[src/rtl/instruction_decode.sv]
// rtl/instruction_decode.sv - RV32I decode stage: register file, control/ALU decode, immediate extension, ID/EX register
module instruction_decode #(
  parameter int WORD_WIDTH     = 32,
  parameter int REG_ADDR_WIDTH = 5
) (
  input  logic                      clk,
  input  logic                      reset,
  input  logic [WORD_WIDTH-1:0]     instrD,
  input  logic [WORD_WIDTH-1:0]     PCD,
  input  logic [WORD_WIDTH-1:0]     PCPlus4D,
  input  logic                      RegWriteW,
  input  logic [REG_ADDR_WIDTH-1:0] RdW,
  input  logic [WORD_WIDTH-1:0]     ResultW,
  input  logic                      FlushE,
  output logic [REG_ADDR_WIDTH-1:0] Rs1D,
  output logic [REG_ADDR_WIDTH-1:0] Rs2D,
  output logic                      RegWriteE,
  output logic                      MemWriteE,
  output logic                      JumpE,
  output logic                      BranchE,
  output logic                      ALUSrcE,
  output logic                      IllegalE,
  output logic [1:0]                ResultSrcE,
  output logic [2:0]                ALUControlE,
  output logic [WORD_WIDTH-1:0]     RD1E,
  output logic [WORD_WIDTH-1:0]     RD2E,
  output logic [WORD_WIDTH-1:0]     ImmExtE,
  output logic [WORD_WIDTH-1:0]     PCE,
  output logic [WORD_WIDTH-1:0]     PCPlus4E,
  output logic [REG_ADDR_WIDTH-1:0] Rs1E,
  output logic [REG_ADDR_WIDTH-1:0] Rs2E,
  output logic [REG_ADDR_WIDTH-1:0] RdE
);
  localparam int NUM_REGS = 2 ** REG_ADDR_WIDTH;
  localparam int W        = WORD_WIDTH;
  localparam int A        = REG_ADDR_WIDTH;

  typedef struct packed {
    logic         reg_write;
    logic         mem_write;
    logic         jump;
    logic         branch;
    logic         alu_src;
    logic         illegal;
    logic [1:0]   result_src;
    logic [2:0]   alu_control;
    logic [W-1:0] rd1;
    logic [W-1:0] rd2;
    logic [W-1:0] imm_ext;
    logic [W-1:0] pc;
    logic [W-1:0] pc_plus4;
    logic [A-1:0] rs1;
    logic [A-1:0] rs2;
    logic [A-1:0] rd;
  } idex_t;

  logic [W-1:0] rf_q [NUM_REGS];
  logic [W-1:0] rf_d [NUM_REGS];
  idex_t        idex_q, idex_d;

  logic [6:0]   opcode;
  logic [2:0]   funct3;
  logic         funct7_b5;
  logic         dec_reg_write, dec_mem_write, dec_jump, dec_branch, dec_alu_src, dec_illegal;
  logic [1:0]   dec_imm_src, dec_result_src, dec_alu_op;
  logic [2:0]   dec_alu_control;
  logic [W-1:0] imm_ext, rd1, rd2;

  assign opcode    = instrD[6:0];
  assign funct3    = instrD[14:12];
  assign funct7_b5 = instrD[30];
  assign Rs1D      = instrD[19:15];
  assign Rs2D      = instrD[24:20];

  always_comb begin
    rf_d = rf_q;
    if (RegWriteW && RdW != '0) rf_d[RdW] = ResultW;
  end

  // Writeback data is forwarded so a same-cycle write is visible to this read.
  always_comb begin
    rd1 = '0;
    rd2 = '0;
    if (Rs1D != '0) rd1 = (RegWriteW && RdW == Rs1D) ? ResultW : rf_q[Rs1D];
    if (Rs2D != '0) rd2 = (RegWriteW && RdW == Rs2D) ? ResultW : rf_q[Rs2D];
  end

  always_comb begin
    dec_reg_write  = 1'b0;
    dec_imm_src    = 2'b00;
    dec_alu_src    = 1'b0;
    dec_mem_write  = 1'b0;
    dec_result_src = 2'b00;
    dec_branch     = 1'b0;
    dec_alu_op     = 2'b00;
    dec_jump       = 1'b0;
    dec_illegal    = 1'b0;
    case (opcode)
      7'b0000011: begin dec_reg_write = 1'b1; dec_alu_src = 1'b1; dec_result_src = 2'b01; end
      7'b0100011: begin dec_imm_src = 2'b01; dec_alu_src = 1'b1; dec_mem_write = 1'b1; end
      7'b0110011: begin dec_reg_write = 1'b1; dec_alu_op = 2'b10; end
      7'b1100011: begin dec_imm_src = 2'b10; dec_branch = 1'b1; dec_alu_op = 2'b01; end
      7'b0010011: begin dec_reg_write = 1'b1; dec_alu_src = 1'b1; dec_alu_op = 2'b10; end
      7'b1101111: begin
        dec_reg_write  = 1'b1;
        dec_imm_src    = 2'b11;
        dec_result_src = 2'b10;
        dec_jump       = 1'b1;
      end
      default:    dec_illegal = 1'b1;
    endcase
  end

  // Only R-type (opcode[5]=1) turns funct7[5] into subtract; I-type immediates reuse that bit.
  always_comb begin
    dec_alu_control = 3'b000;
    case (dec_alu_op)
      2'b01: dec_alu_control = 3'b001;
      2'b10: begin
        case (funct3)
          3'b000:  dec_alu_control = (opcode[5] & funct7_b5) ? 3'b001 : 3'b000;
          3'b010:  dec_alu_control = 3'b101;
          3'b110:  dec_alu_control = 3'b011;
          3'b111:  dec_alu_control = 3'b010;
          default: dec_alu_control = 3'b000;
        endcase
      end
      default: dec_alu_control = 3'b000;
    endcase
  end

  always_comb begin
    imm_ext = '0;
    case (dec_imm_src)
      2'b00: imm_ext = {{(W-12){instrD[31]}}, instrD[31:20]};
      2'b01: imm_ext = {{(W-12){instrD[31]}}, instrD[31:25], instrD[11:7]};
      2'b10: imm_ext = {{(W-12){instrD[31]}}, instrD[7], instrD[30:25], instrD[11:8], 1'b0};
      2'b11: imm_ext = {{(W-20){instrD[31]}}, instrD[19:12], instrD[20], instrD[30:21], 1'b0};
      default: imm_ext = '0;
    endcase
  end

  always_comb begin
    idex_d = '0;
    if (!FlushE) begin
      idex_d.reg_write   = dec_reg_write;
      idex_d.mem_write   = dec_mem_write;
      idex_d.jump        = dec_jump;
      idex_d.branch      = dec_branch;
      idex_d.alu_src     = dec_alu_src;
      idex_d.illegal     = dec_illegal;
      idex_d.result_src  = dec_result_src;
      idex_d.alu_control = dec_alu_control;
      idex_d.rd1         = rd1;
      idex_d.rd2         = rd2;
      idex_d.imm_ext     = imm_ext;
      idex_d.pc          = PCD;
      idex_d.pc_plus4    = PCPlus4D;
      idex_d.rs1         = Rs1D;
      idex_d.rs2         = Rs2D;
      idex_d.rd          = instrD[11:7];
    end
  end

  always_ff @(posedge clk or negedge reset) begin
    if (!reset) begin
      idex_q <= '0;
      for (int i = 0; i < NUM_REGS; i++) rf_q[i] <= '0;
    end else begin
      idex_q <= idex_d;
      rf_q   <= rf_d;
    end
  end

  assign RegWriteE   = idex_q.reg_write;
  assign MemWriteE   = idex_q.mem_write;
  assign JumpE       = idex_q.jump;
  assign BranchE     = idex_q.branch;
  assign ALUSrcE     = idex_q.alu_src;
  assign IllegalE    = idex_q.illegal;
  assign ResultSrcE  = idex_q.result_src;
  assign ALUControlE = idex_q.alu_control;
  assign RD1E        = idex_q.rd1;
  assign RD2E        = idex_q.rd2;
  assign ImmExtE     = idex_q.imm_ext;
  assign PCE         = idex_q.pc;
  assign PCPlus4E    = idex_q.pc_plus4;
  assign Rs1E        = idex_q.rs1;
  assign Rs2E        = idex_q.rs2;
  assign RdE         = idex_q.rd;
endmodule

[config.mk]
export PLATFORM = sky130hd
export DESIGN_NAME = instruction_decode
export DESIGN_NICKNAME = d
export VERILOG_FILES = /design/src/rtl/instruction_decode.sv
export SDC_FILE = /design/constraint.sdc
export NUM_CORES = 2
export LEC_CHECK = 0
export ABC_AREA = 1
export BUFFER_PORTS_ARGS = -buffer_cell sky130_fd_sc_hd__buf_2
export CAP_MARGIN = 20
export CORE_UTILIZATION = 43
export CTS_BUF_LIST = sky130_fd_sc_hd__clkbuf_8
export CTS_CLUSTER_DIAMETER = 60
export CTS_CLUSTER_SIZE = 16
export DETAILED_ROUTE_END_ITERATION = 10
export MAX_ROUTING_LAYER = met4
export SYNTH_ARGS = -nofsm -noshare
export SYNTH_HDL_FRONTEND = slang
export SYNTH_SLANG_ARGS = --single-unit
[constraint.sdc]
create_clock -name clk -period 1.3 [get_ports clk]
set_input_delay 0.195 -clock clk [delete_from_list [all_inputs] [get_ports clk]]
set_output_delay 0.195 -clock clk [all_outputs]
set_load 0.02 [all_outputs]
After elaboration in Yosys (flattened, before gate mapping)
Cells that the tools add are included.
{"block": "word_totals", "output_inout_bits": 196, "input_bits": 137, "ff_bits": 1210, "wordCells": 112}
{"block": "op_classes", "n_lt_le_gt_ge": 4, "n_eq_ne": 16, "reduce_logical": 13, "n_bitwise": 4, "n_mux": 27}
{"op": "$bwmux W1024", "n": 1}
{"op": "$bmux W32 S5", "n": 2}
{"op": "$mux W32", "n": 9}
{"op": "$mux W186", "n": 1}
{"op": "$demux W32 S5", "n": 1}
{"op": "$pmux W32 S4", "n": 1}
{"op": "$ge A6 B6 Y1 const B", "n": 3}
{"op": "$not A5 Y6", "n": 3}
{"op": "$reduce_bool A5 Y1", "n": 3}
{"op": "$eq A7 B6 Y1 const B", "n": 2}
{"op": "$eq A7 B7 Y1 const B", "n": 2}
{"op": "$pmux W3 S4", "n": 1}
{"op": "$eq A5 B5 Y1", "n": 2}
{"op": "$pmux W2 S2", "n": 2}
{"op": "$eq A7 B2 Y1 const B", "n": 1}
{"op": "$eq A7 B5 Y1 const B", "n": 1}
{"op": "$mux W1", "n": 7}
{"op": "$eq A2 B2 Y1 const B", "n": 3}
{"op": "$eq A3 B3 Y1 const B", "n": 2}
{"op": "$lt A6 B1 Y1 const B", "n": 1}
{"op": "$pmux W2 S3", "n": 1}
{"op": "$pmux W3 S2", "n": 1}
{"op": "$reduce_or A6 Y1", "n": 1}
{"op": "$eq A2 B1 Y1 const B", "n": 2}
{"op": "other kinds (8)", "n": 11}

Depth between registers and ports, before layout
{"block": "logic_depth", "word_depth": 7, "mapped_depth": 14}

Least setup slack after synthesis
OpenSTA, ideal clock, no wires.
{"block": "synth_path", "kind": "input-to-reg", "from": "in instrD[15]", "to": "reg idex_q (netlist bit RD1E[14])", "path_slack_ns": -0.311, "arrival_ns": 1.478, "cell_stages": 11, "setup_time_ns": 0.133, "path_cell_list": "buf_2 -> buf_2 -> clkbuf_1 -> clkbuf_1 -> nand2_1 -> o211ai_1 -> nand3_1 -> nand2_1 -> nand3_1 -> nand2_1 -> a21oi_1"}
{"item": "start: declaration", "line": "8", "rtl": "input logic [WORD_WIDTH-1:0] instrD,"}
{"item": "end signal: assignment", "line": "170", "rtl": "idex_q <= idex_d;"}
{"item": "end: declaration", "line": "59", "rtl": "idex_t idex_q, idex_d;"}

Final worst setup path
{"block": "layout_path", "from": "reg idex_q (netlist bit RD2E[20])", "to": "out RD2E[20]"}
{"item": "end: declaration", "line": "26", "rtl": "output logic [WORD_WIDTH-1:0] RD2E,"}
No word-level cell between the ends.

==> results.py <==
metrics = {
    "synth": {
        "yosysTopAreaCellShare_pct": 46.62,
        "synth_cell_type_count": 27,
        "ys_ff_latch": 1198,
        "syn_inst": 9243,
        "synth_edf_count": 0,
        "synth_nets": 9382,
        "synthTopCellsByArea": "dfrtp_1 (47%), nand2_1 (18%), o21ai_0 (8.5%)",
        "yosysSeqAreaShare_pct": 46.62,
        "async_reset_ff_share_pct": 100.0,
        "ys.flop_type": "dfrtp_1",
        "synth.avg_cell_area_um2": 6.957,
        "synth_area_um2": 64300,
        "yosysWarningCount": 0,
        "yosysTopAreaCell": "dfrtp_1",
    },
    "clocking": {
        "clkTransAtPathRegs_ps": 100,
        "clock_latency_ps": 910,
        "root_buffer": "clkbuf_8",
        "clk_path_buf_depth": 3,
        "clkSinkCount": 1198,
        "cts_max_level": 3,
        "cts_tree": "built",
        "cts_buffers": 119,
    },
    "setup_path": {
        "crit_path_end_kind": "output port",
        "cp.depth": 1,
        "r2r-end": "RD2E[30]$_DFF_PN0_",
        "crit_family": "flip-flops",
        "crit_arrival_ps": 1600,
        "cpMaxStageDelayCell": "dfrtp_2",
        "worstSetupPathType": "reg -> out",
        "cp.required_ps": 1110,
        "worstSetupStartpointType": "register",
        "r2r_cells": 11,
        "path_cells": "buf_6",
        "cp_slowest_stage_delay_ps": 510,
        "crit_fanout": 1,
        "crit_buf_inv": 1,
        "reg2reg_slack_ps": -90,
        "r2r-start": "rf_q[830]$_DFFE_PN0P_",
    },
    "sta": {
        "setup_slack_ps": -491.3,
        "max-slew-margin-rel_pct": 68.02,
        "min_period_over_period_pct": 137.8,
        "final.setup_skew_ps": 53.11,
        "finalSetupTns_ps": -64160,
        "fin_crit_ps": 1791,
        "setup_violations": 200,
        "worst_slew_pin_slew_ps": 479.8,
        "hold_viol": 0,
        "max_freq_ghz": 0.5583,
        "rsz0062_at_grt": "yes",
        "slew_violations": 0,
    },
    "routing": {
        "finalWirelength_mm": 276.7,
        "firstDrtPassIters": 6,
        "final_antenna_net_count": 0,
        "wl_per_cell_um": 22.76,
        "drt_iter0_drc": 8702,
        "viasPerCell": 5.623,
        "post-route-drc-count": 0,
        "vias": 68368,
    },
    "power": {
        "ir_worst_vdd_v": 0.0007754,
        "p_leak_nw": 41.57,
        "powerDensity_nw_per_um2": 1218,
        "power.total_w": 0.1026,
    },
    "grt": {
        "antenna_found_initial": 4,
        "grt_remaining_overflow": 0,
        "grt_max_degree": 63,
        "grt_pass1_vias": 64022,
        "grt_first_pass_wirelength_mm": 411.4,
        "grt_usage_pct": 36.95,
    },
    "die": {
        "die_x_um": 388.7,
        "ioPinCount": 333,
        "dieArea_um2": 151100,
        "die_h_um": 388.7,
        "fp-row-count": 141,
        "start_util_pct": 43.44,
        "fp.coreArea_um2": 148000,
    },
    "hold_path": {
        "whs_path_depth": 6,
        "hold_end": "RD2E[17]$_DFF_PN0_",
        "hold_path_class": "in -> reg",
        "hold_path_startpoint": "instrD[23]",
    },
    "placed_design": {
        "port_buffers": 332,
        "hpwl_mm": 177.1,
        "dpl_worst_slack_ps": -757.9,
        "gp_congestion": 0.9688,
    },
    "flow_run": {
        "cap_viol_max_count": 0,
    },
    "outcome": {
        "status": "finished with violations",
        "violations": "setup timing",
    },
    "final_layout": {
        "nets": 10263,
        "area_growth_pct": 31.02,
        "drive_gt1_share_pct": 18.85,
    },
}
## metal layers
layer / routed length, um / up-vias / GRT usage [%]
met2: 123900 / 3927 / 55.83
met3: 28080 / 778 / 6.566
met4: 14580 / 0 / 18.02
met1: 110200 / 32514 / 47.89
met5: 0 / - / -
li1: - / 31149 / -
## synthesized netlist by cell type (45+ instances only)
cell,number
dfrtp_1,1198
clkbuf_1,616
nor2_1,523
a21oi_1,275
nand3_1,1093
o21ai_0,1094
nand2_1,3157
o211ai_1,154
buf_1,45
buf_2,79
o21ai_1,116
inv_1,810
## layout by cell type, fill, tap and decap left out, types with 219 or more instances in the layout
| cell | count |
|---|---|
| dfrtp_1 | 1186 |
| dlygate4sd3_1 | 235 |
| inv_1 | 750 |
| nor2_1 | 476 |
| buf_12 | 309 |
| nand2_1 | 3050 |
| nand3_1 | 997 |
| a21oi_1 | 219 |
| o21ai_0 | 1054 |
| buf_4 | 633 |
## tightest hold or removal path: cells and delay by family
family | cells | cell delay [ps]
buffers and inverters | 2 | 390
AOI/OAI and AO/OA | 1 | 50
and+or+nand+nor | 3 | 200
## worst max path at each step
stage	start	endpoint	slack, ps
6_report	RD2E[20]$_DFF_PN0_	RD2E[20]	-490
5_1_grt	ImmExtE[30]$_DFF_PN0_	ImmExtE[24]	-510
4_1_cts	RD2E[20]$_DFF_PN0_	RD2E[20]	-540
3_5_place_dp	instrD[20]	RD2E[23]$_DFF_PN0_	-760
3_3_place_gp	instrD[20]	RD2E[23]$_DFF_PN0_	-770
2_1_floorplan	instrD[23]	RD2E[13]$_DFF_PN0_	-80
## state kept, by name (all words and copies together), names as in the netlist, 3 cells and up
signal,flops
ALUControlE,3
ImmExtE,21
PCE,32
PCPlus4E,32
RD1E,32
RD2E,32
RdE,5
Rs1E,5
Rs2E,5
rf_q,1024
## power by group
part | internal, W | switching (W)
Clock | 0.0117 | 0.0160
Combinational | 0.0115 | 0.0154
Sequential | 0.0435 | 0.00437
Total | 0.0667 | 0.0359
## timing repair
action | 4_1_cts | 5_1_grt
pin swaps | 73 | 261
setup endpoints to repair | 207 | 305
endpoints found under the hold margin | 2327 | 2
hold buffers | 258 | 1
setup buffers | 10 | 66
gates resized for setup | 431 | 344
cloned | 0 | 1
## cell type report
cell class,count,area [um^2]
diodes,4,10.01
clock buffers,128,1762
clock inverters,94,985.9
fillers,13342,63770
inverters,822,3138
multi-input cells,6461,29580
flip-flops and latches,1198,29990
well taps,1930,2415
repair buffers,1522,16360
## cell families after synthesis
| logic type | after synthesis | synth area share (%) |
|---|---|---|
| simple gates | 4809 | 30.34 |
| compound gates | 1649 | 13.46 |
| buf+inv | 1584 | 9.529 |
| flops | 1198 | 46.62 |
| fa+ha+maj | 2 | 0.03891 |
| xor+xnor | 1 | 0.01362 |
## metrics by stage
step	hold slack, ps	utilization, %	area, um^2	cells
2_1_floorplan	-100.6	-	65460	9243
3_3_place_gp	125.7	51.67	76480	11655
3_5_place_dp	121.8	51.67	76480	11655
4_1_cts	-12.93	56.14	83090	12128
5_1_grt	-5.684	56.92	84250	12159
6_report	9.890	56.92	84250	12159
No activity file was read; power rests on OpenSTA's default activity.
